$ cat config.mk
export PLATFORM = sky130hd
export DESIGN_NAME = robot_motor_drive
export DESIGN_NICKNAME = d
export VERILOG_FILES = /design/src/rtl/robot_motor_drive.sv
export SDC_FILE = /design/constraint.sdc
export NUM_CORES = 1
export LEC_CHECK = 0
export CORE_MARGIN = 2
export CORE_UTILIZATION = 57
export DETAILED_ROUTE_END_ITERATION = 16
export HOLD_SLACK_MARGIN = 0.15
export PLACE_DENSITY = 0.88
export SLEW_MARGIN = 10
export SYNTH_ARGS = -nofsm -noshare
export SYNTH_HDL_FRONTEND = slang
export SYNTH_SLANG_ARGS = --single-unit
$ cat constraint.sdc
create_clock -name clk -period 3.8 [get_ports clk]
set_clock_uncertainty 0.15 [all_clocks]
set_input_delay 0.76 -clock clk [delete_from_list [all_inputs] [get_ports clk]]
set_output_delay 0.76 -clock clk [all_outputs]
set_load 0.01 [all_outputs]
$ cat src/rtl/robot_motor_drive.sv
// Turns one advance/rotate decision into a fixed burst of wave-drive steps for two steppers.
// Optional `ROBOT_MOTOR_HOLD_EN: keep the last coil pattern energised while idle.
module robot_motor_drive #(
    parameter int STEP_DIV  = 50000,
    parameter int FWD_STEPS = 4,
    parameter int ROT_STEPS = 8
) (
    input  logic       clk,
    input  logic       reset,
    input  logic       a,
    input  logic       r,
    output logic [3:0] coil_l,
    output logic [3:0] coil_r,
    output logic       busy,
    output logic       move_done,
    output logic       conflict
);
    localparam int DIV_W = (STEP_DIV > 1) ? $clog2(STEP_DIV) : 1;

    typedef enum logic [1:0] {IDLE, FWD, ROT, DONE} state_t;

    state_t           state, state_nxt;
    logic [DIV_W-1:0] div;
    logic [7:0]       count;
    logic [1:0]       idx_l, idx_r, idx_l_nxt, idx_r_nxt;
    logic             moving, step, last;
    logic [3:0]       coil_l_nxt, coil_r_nxt;
    logic             busy_nxt, done_nxt;

    function automatic logic [3:0] phase(input logic [1:0] idx);
        return 4'b0001 << idx;
    endfunction

    assign moving = (state == FWD) || (state == ROT);
    assign step   = moving && (div == DIV_W'(STEP_DIV - 1));
    assign last   = step && (count == 8'd1);

    // Right motor is mounted mirrored: counting down drives it forward.
    assign idx_l_nxt = idx_l + {1'b0, step};
    assign idx_r_nxt = (state == FWD) ? idx_r - {1'b0, step} : idx_r + {1'b0, step};

    always_ff @(posedge clk) begin
        if (reset) begin
            state    <= IDLE;
            div      <= '0;
            count    <= '0;
            idx_l    <= '0;
            idx_r    <= '0;
            conflict <= 1'b0;
        end else begin
            state <= state_nxt;
            idx_l <= idx_l_nxt;
            idx_r <= idx_r_nxt;
            case (state)
                IDLE: begin
                    div      <= '0;
                    count    <= r ? 8'(ROT_STEPS) : (a ? 8'(FWD_STEPS) : 8'd0);
                    conflict <= conflict | (a & r);
                end
                FWD, ROT: begin
                    div <= step ? '0 : div + DIV_W'(1);
                    if (step)
                        count <= count - 8'd1;
                end
                default: div <= '0;
            endcase
        end
    end

    always_comb begin
        state_nxt = state;
        case (state)
            IDLE:     if (r) state_nxt = ROT;
                      else if (a) state_nxt = FWD;
            FWD, ROT: if (last) state_nxt = DONE;
            default:  state_nxt = IDLE;
        endcase
    end

    // Outputs are computed from the next state so they can be registered without lag.
    always_comb begin
`ifdef ROBOT_MOTOR_HOLD_EN
        coil_l_nxt = coil_l;
        coil_r_nxt = coil_r;
`else
        coil_l_nxt = 4'b0000;
        coil_r_nxt = 4'b0000;
`endif
        if (state_nxt != IDLE) begin
            coil_l_nxt = phase(idx_l_nxt);
            coil_r_nxt = phase(idx_r_nxt);
        end
        busy_nxt = (state_nxt == FWD) || (state_nxt == ROT);
        done_nxt = (state_nxt == DONE);
    end

    always_ff @(posedge clk) begin
        if (reset) begin
            coil_l    <= 4'b0000;
            coil_r    <= 4'b0000;
            busy      <= 1'b0;
            move_done <= 1'b0;
        end else begin
            coil_l    <= coil_l_nxt;
            coil_r    <= coil_r_nxt;
            busy      <= busy_nxt;
            move_done <= done_nxt;
        end
    end
endmodule
; After elaboration in Yosys (flattened, before gate mapping)
; Cells that the tools add are included.
[word_totals]
register_bits = 41
[op_classes]
addsub = 5
n_eq_ne = 8
shift = 2
n_mux = 9
bitwise_logic = 4
n_reduce_logical = 11
[op_table]
columns = cell, n
row1 = 16-bit by 1-bit adder with 16-bit output (second input constant), 1
row2 = 16-bit == test (second input constant), 1
row3 = 8-bit one-hot mux with 2 select lines, 1
row4 = 8-bit by 1-bit == test with 1-bit output (second input constant), 1
row5 = 2-bit two-way mux, 4
row6 = 8-bit two-way mux, 1
row7 = 1-bit by 2-bit << shifter with 4-bit output (first input constant), 2
row8 = 8-bit by 1-bit subtractor with 8-bit output (second input constant), 1
row9 = 2-bit == test (second input constant), 3
row10 = 2-bit by 1-bit adder with 2-bit output, 2
row11 = 2-bit by 1-bit == test with 1-bit output (second input constant), 2
row12 = 4-bit two-way mux, 1
row13 = 2-bit one-hot mux with 2 select lines, 1
row14 = 2-bit nonzero test, 2
row15 = 2-bit OR reduction, 2
row16 = 3-bit two-way mux, 1
row17 = 3-bit OR reduction, 1
row18 = 1-bit logical AND, 2
row19 = 2-bit logical NOT, 1
row20 = 1-bit logical OR, 2
row21 = 2-bit != test (second input constant), 1
row22 = 1-bit inverter, 2
row23 = 2-bit AND reduction, 1
row24 = 2-bit by 1-bit subtractor with 2-bit output, 1
row25 = 2 further kinds, 2

; Longest topological paths before layout
[depth]
ltp_word = 9
depth_mapped = 12

; Least setup slack after synthesis
; Ideal clock, no wire load.
[synth_path]
path_type = register to register
startpoint = reg div[4]
endpoint = reg coil_r[2]
setup_time_ns = 0.072
arrival_ns = 2.856
t_required_ns = 3.578
setup_slack_ns = 0.723
path_stages_with_launch = 11
path_cell_list = dfxtp_1 > or4_1 > or3_1 > buf_2 > or4_4 > buf_6 > a211o_1 > ha_1 > nor2_1 > nand3_1 > mux2i_1
[synth_via]
elab_chain_len = 8
word_cells_on_any_way = 12
classes_between = add/sub: 2 / eq/ne: 1 / shift: 1 / mux: 3 / bitwise: 1 / reduce/logical: 4
[synth_lines]
columns = item, line
row1 = "start, declared", 23  ; logic [DIV_W-1:0] div;
row2 = "start signal, assigned", 61  ; div <= step ? '0 : div + DIV_W'(1);
row3 = 16-bit == test (*), 35  ; assign step = moving && (div == DIV_W'(STEP_DIV - 1));
row4 = 1-bit logical AND (*), 35
row5 = 1-bit logical AND, 36  ; assign last = step && (count == 8'd1);
row6 = 2-bit two-way mux, 75  ; FWD, ROT: if (last) state_nxt = DONE;
row7 = 2-bit one-hot mux with 2 select lines, 72  ; case (state)
row8 = 2-bit nonzero test, 89  ; if (state_nxt != IDLE) begin
row9 = 1-bit inverter (no line), --
row10 = 2-bit OR reduction (no line), --
row11 = "end signal, assigned", 105  ; coil_r <= coil_r_nxt;
row12 = "end, declared", 13  ; output logic [3:0] coil_r,
; Every way passes the cells marked *; elsewhere a longest branch is shown, timed or not.
; A chain may end at the register's enable or synchronous reset.

; Worst setup path after layout
[layout_path]
startpoint = reg state[0]
endpoint = reg coil_r[2]
[layout_via]
elab_chain_len = 9
word_cells_on_any_way = 18
classes_between = add/sub: 2 / eq/ne: 2 / shift: 1 / mux: 5 / bitwise: 1 / reduce/logical: 7
[layout_lines]
columns = item, line
row1 = "start, declared", 22  ; state_t state, state_nxt;
row2 = "start signal, assigned", 51  ; state <= state_nxt;
row3 = 2-bit by 1-bit == test with 1-bit output / 2-bit == test (equally long branches), "34, 40, 72"
row4 = 1-bit logical OR, 34  ; assign moving = (state == FWD) || (state == ROT);
row5 = 1-bit logical AND, 35
row6 = 1-bit logical AND, 36
row7 = 2-bit two-way mux, 75
row8 = 2-bit one-hot mux with 2 select lines, 72
row9 = 2-bit nonzero test, 89
row10 = 1-bit inverter (no line), --
row11 = 2-bit OR reduction (no line), --
; Parallel ways exist; a longest one is shown, timed or not.

==> results <==
## cell usage in the layout, fill, tap and decap left out, types with 7 or more instances in the layout
master and instances:
nand3_1 8, or3_1 8, nor3_1 7, xnor2_1 10, ha_1 10, inv_1 12, dfxtp_1 41, or4_1 7
nor2_1 28, a21oi_1 12, nand2_1 7, clkdlybuf4s50_1 14
## worst paths after layout
path                       start                   end  depth (start not counted)  slack [ps]
min reg2reg   div[15]$_SDFF_PP0_    div[15]$_SDFF_PP0_                          2         340
max          state[0]$_SDFF_PP0_  coil_r[2]$_SDFF_PP0_                         10         500
max reg2reg  state[0]$_SDFF_PP0_  coil_r[2]$_SDFF_PP0_                         10         500
min           div[15]$_SDFF_PP0_    div[15]$_SDFF_PP0_                          2         340
## registers in the layout, indices dropped and copies added (netlist names), 2 cells and up
signal / count
count: 8
coil_l: 4
state: 2
idx_r: 2
coil_r: 4
idx_l: 2
div: 16
## critical path, stage by stage (launching register included)
cell	delay [ps]
dfxtp_1	430
inv_1	70
ha_1	480
nand3_1	150
or3_1	350
or4_4	590
a211o_1	280
ha_1	220
nor2_1	240
nand3_1	130
mux2i_1	150
## cells by family after synthesis
group                      count (synthesis)  synth area share, %
AOI/OAI and AO/OA                         39                 13.9
xor gates and xnor gates                  16                 6.84
adders and majority gates                 10                 6.11
buffers and inverters                     22                 4.46
DFF                                       41                 40.1
muxes                                      5                 2.50
and+or+nand+nor                           96                 26.1
## synthesized netlist by cell type, drive strengths merged, types with 2 or more instances
cell type  instances
a211oi             4
nand3              8
o31a               2
o21ai              4
nand4              5
nor3               7
nor4               4
xor2               6
xnor2             10
and2               2
nor3b              2
or4                8
a211o              2
or3                8
nor2              28
o211ai             2
inv               12
o41ai              2
ha                10
mux2i              4
dfxtp             41
nand2              7
clkbuf             7
nand4b             3
nand2b             3
nor2b              5
o31ai              2
buf                3
a31oi              3
a21oi             12
## layout make-up
class                           instances  area [um^2]
Multi-Input combinational cell        166         1140
Inverter                               12         45.0
Clock buffer                            5         37.5
Tap cell                               46         57.6
Clock inverter                          3         46.3
Timing Repair Buffer                   17          163
Sequential cell                        41          821
Fill cell                             263         1080
## metal layers
metal  wire length (um)  up-vias
met3                129        2
met4                 22        0
li1                   -      856
met1               1950      782
met5                  0        -
met2               1860       24
## power groups by stage
stage | Clock, mW | Combinational [mW] | Sequential, mW
detailed placement | 0 | 0.127 | 0.461
global route | 0.318 | 0.146 | 0.453
CTS | 0.296 | 0.128 | 0.451
global placement | 0 | 0.126 | 0.461
finish | 0.286 | 0.128 | 0.452
floorplan | 0 | 0.0864 | 0.463
==> results.py <==
metrics = {
    "clocking": {
        "cts_made_buffers": 5,
        "cts_resized": 0,
        "clkTransAtPathRegs_ps": 130,
        "hold_buffers": 0,
        "clock-sinks": 41,
        "postCtsSetupBuffers": 0,
        "cts_max_level": 2,
        "cts_root_buffer": "clkbuf_4",
        "clk_path_buf_depth": 2,
        "insertion_delay_ps": 350,
        "cts_tree": "done",
    },
    "global_routing": {
        "grt_max_degree": 17,
        "top_usage_layer": "met2",
        "grt_pass1_wl_mm": 7.05,
        "grtUsageTotal_pct": 22.0,
        "gr-usage-met3_pct": 6.34,
        "grt-ovfl-total": 0,
        "grtUsageMet2_pct": 33.5,
        "grt_pass1_vias": 1551,
        "antenna_found_initial": 0,
        "met1_usage_pct": 29.0,
    },
    "pwr": {
        "combPwrFrac_pct": 14.8,
        "irDropWorstVdd_mv": 0.295,
        "power_leakage_nw": 0.796,
        "power.total_uw": 866,
        "swShare_pct": 26.3,
        "p_clk_share_pct": 33.1,
        "seq_power_share_pct": 52.1,
        "power_density_nw_per_um2": 376,
        "internal-power_uw": 639,
        "p_sw_uw": 227,
    },
    "logic_synthesis": {
        "post-synth-top-area-fraction_pct": 40.1,
        "avgSynthCellArea_um2": 8.94,
        "synth_area_um2": 2050,
        "ys.warnings.count": 0,
        "ys_top_cells_by_area": "dfxtp_1 40%, ha_1 6.1%, nor2_1 5.1%",
        "async_flop_share_pct": 0,
        "synth_enable_flop_cells": 0,
        "syn_inst": 229,
        "ys_seq_elements": 41,
        "yosysTopAreaCell": "dfxtp_1",
        "yosysSeqAreaShare_pct": 40.1,
        "synth_nets": 243,
        "synth.distinct_cells": 48,
        "synthFlopType": "dfxtp_1",
    },
    "cells_and_area": {
        "final_util_pct": 68.0,
        "fin_cells": 290,
        "n_antenna_cell": 0,
        "design_area_um2": 2310,
        "drive_gt1_share_pct": 6.56,
        "syn2layout_area_growth_pct": 12.6,
        "nNetsFinal": 257,
    },
    "critical_path": {
        "cp.required_ps": 3940,
        "cp-start-kind": "flip-flop",
        "crit_path_end_kind": "flip-flop",
        "crit_fanout": 12,
        "worstSetupPathType": "flip-flop to flip-flop",
        "worstPathArrival_ps": 3440,
    },
    "placement": {
        "pre_cts_slack_ps": 535,
        "routabilityCongestion": 0.812,
        "place_area_um2": 2220,
        "hpwl_mm": 2.82,
        "portBuffers": 14,
        "dpl.cell_count": 282,
    },
    "timing": {
        "period_needed_ps": 3300,
        "maxSlewHeadroom_pct": 67.9,
        "worst_pin_slew_ps": 477,
        "rsz0062_at_grt": "no",
        "finalSetupTns_ps": 0,
        "fmax_mhz": 303,
        "fin_ws_ps": 498,
        "slew_viol_final": 0,
        "hold_viol": 0,
        "period_share_pct": 86.9,
        "holdWs_ps": 337,
        "setup_violations": 0,
    },
    "run_status": {
        "outcome": "finished, final reports clean",
    },
    "die": {
        "core-area_um2": 3390,
        "dieArea_um2": 4090,
        "ioPinCount": 15,
        "start_util_pct": 60.4,
        "row_count": 21,
        "die_w_um": 63.9,
        "die_y_um": 63.9,
    },
    "drt": {
        "drc": 0,
        "antenna_left": 0,
        "drt_first_pass_iters": 4,
        "routedWlPerCell_um": 13.6,
        "wl_mm": 3.96,
        "avgViaCountPerCell": 5.74,
        "drtIter0Drc": 106,
        "vias": 1664,
    },
    "worst_hold_path": {
        "worstHoldPathType": "flip-flop to flip-flop",
    },
    "run": {
        "cap_violations": 0,
    },
}
Power figures use the tool's default switching activity.
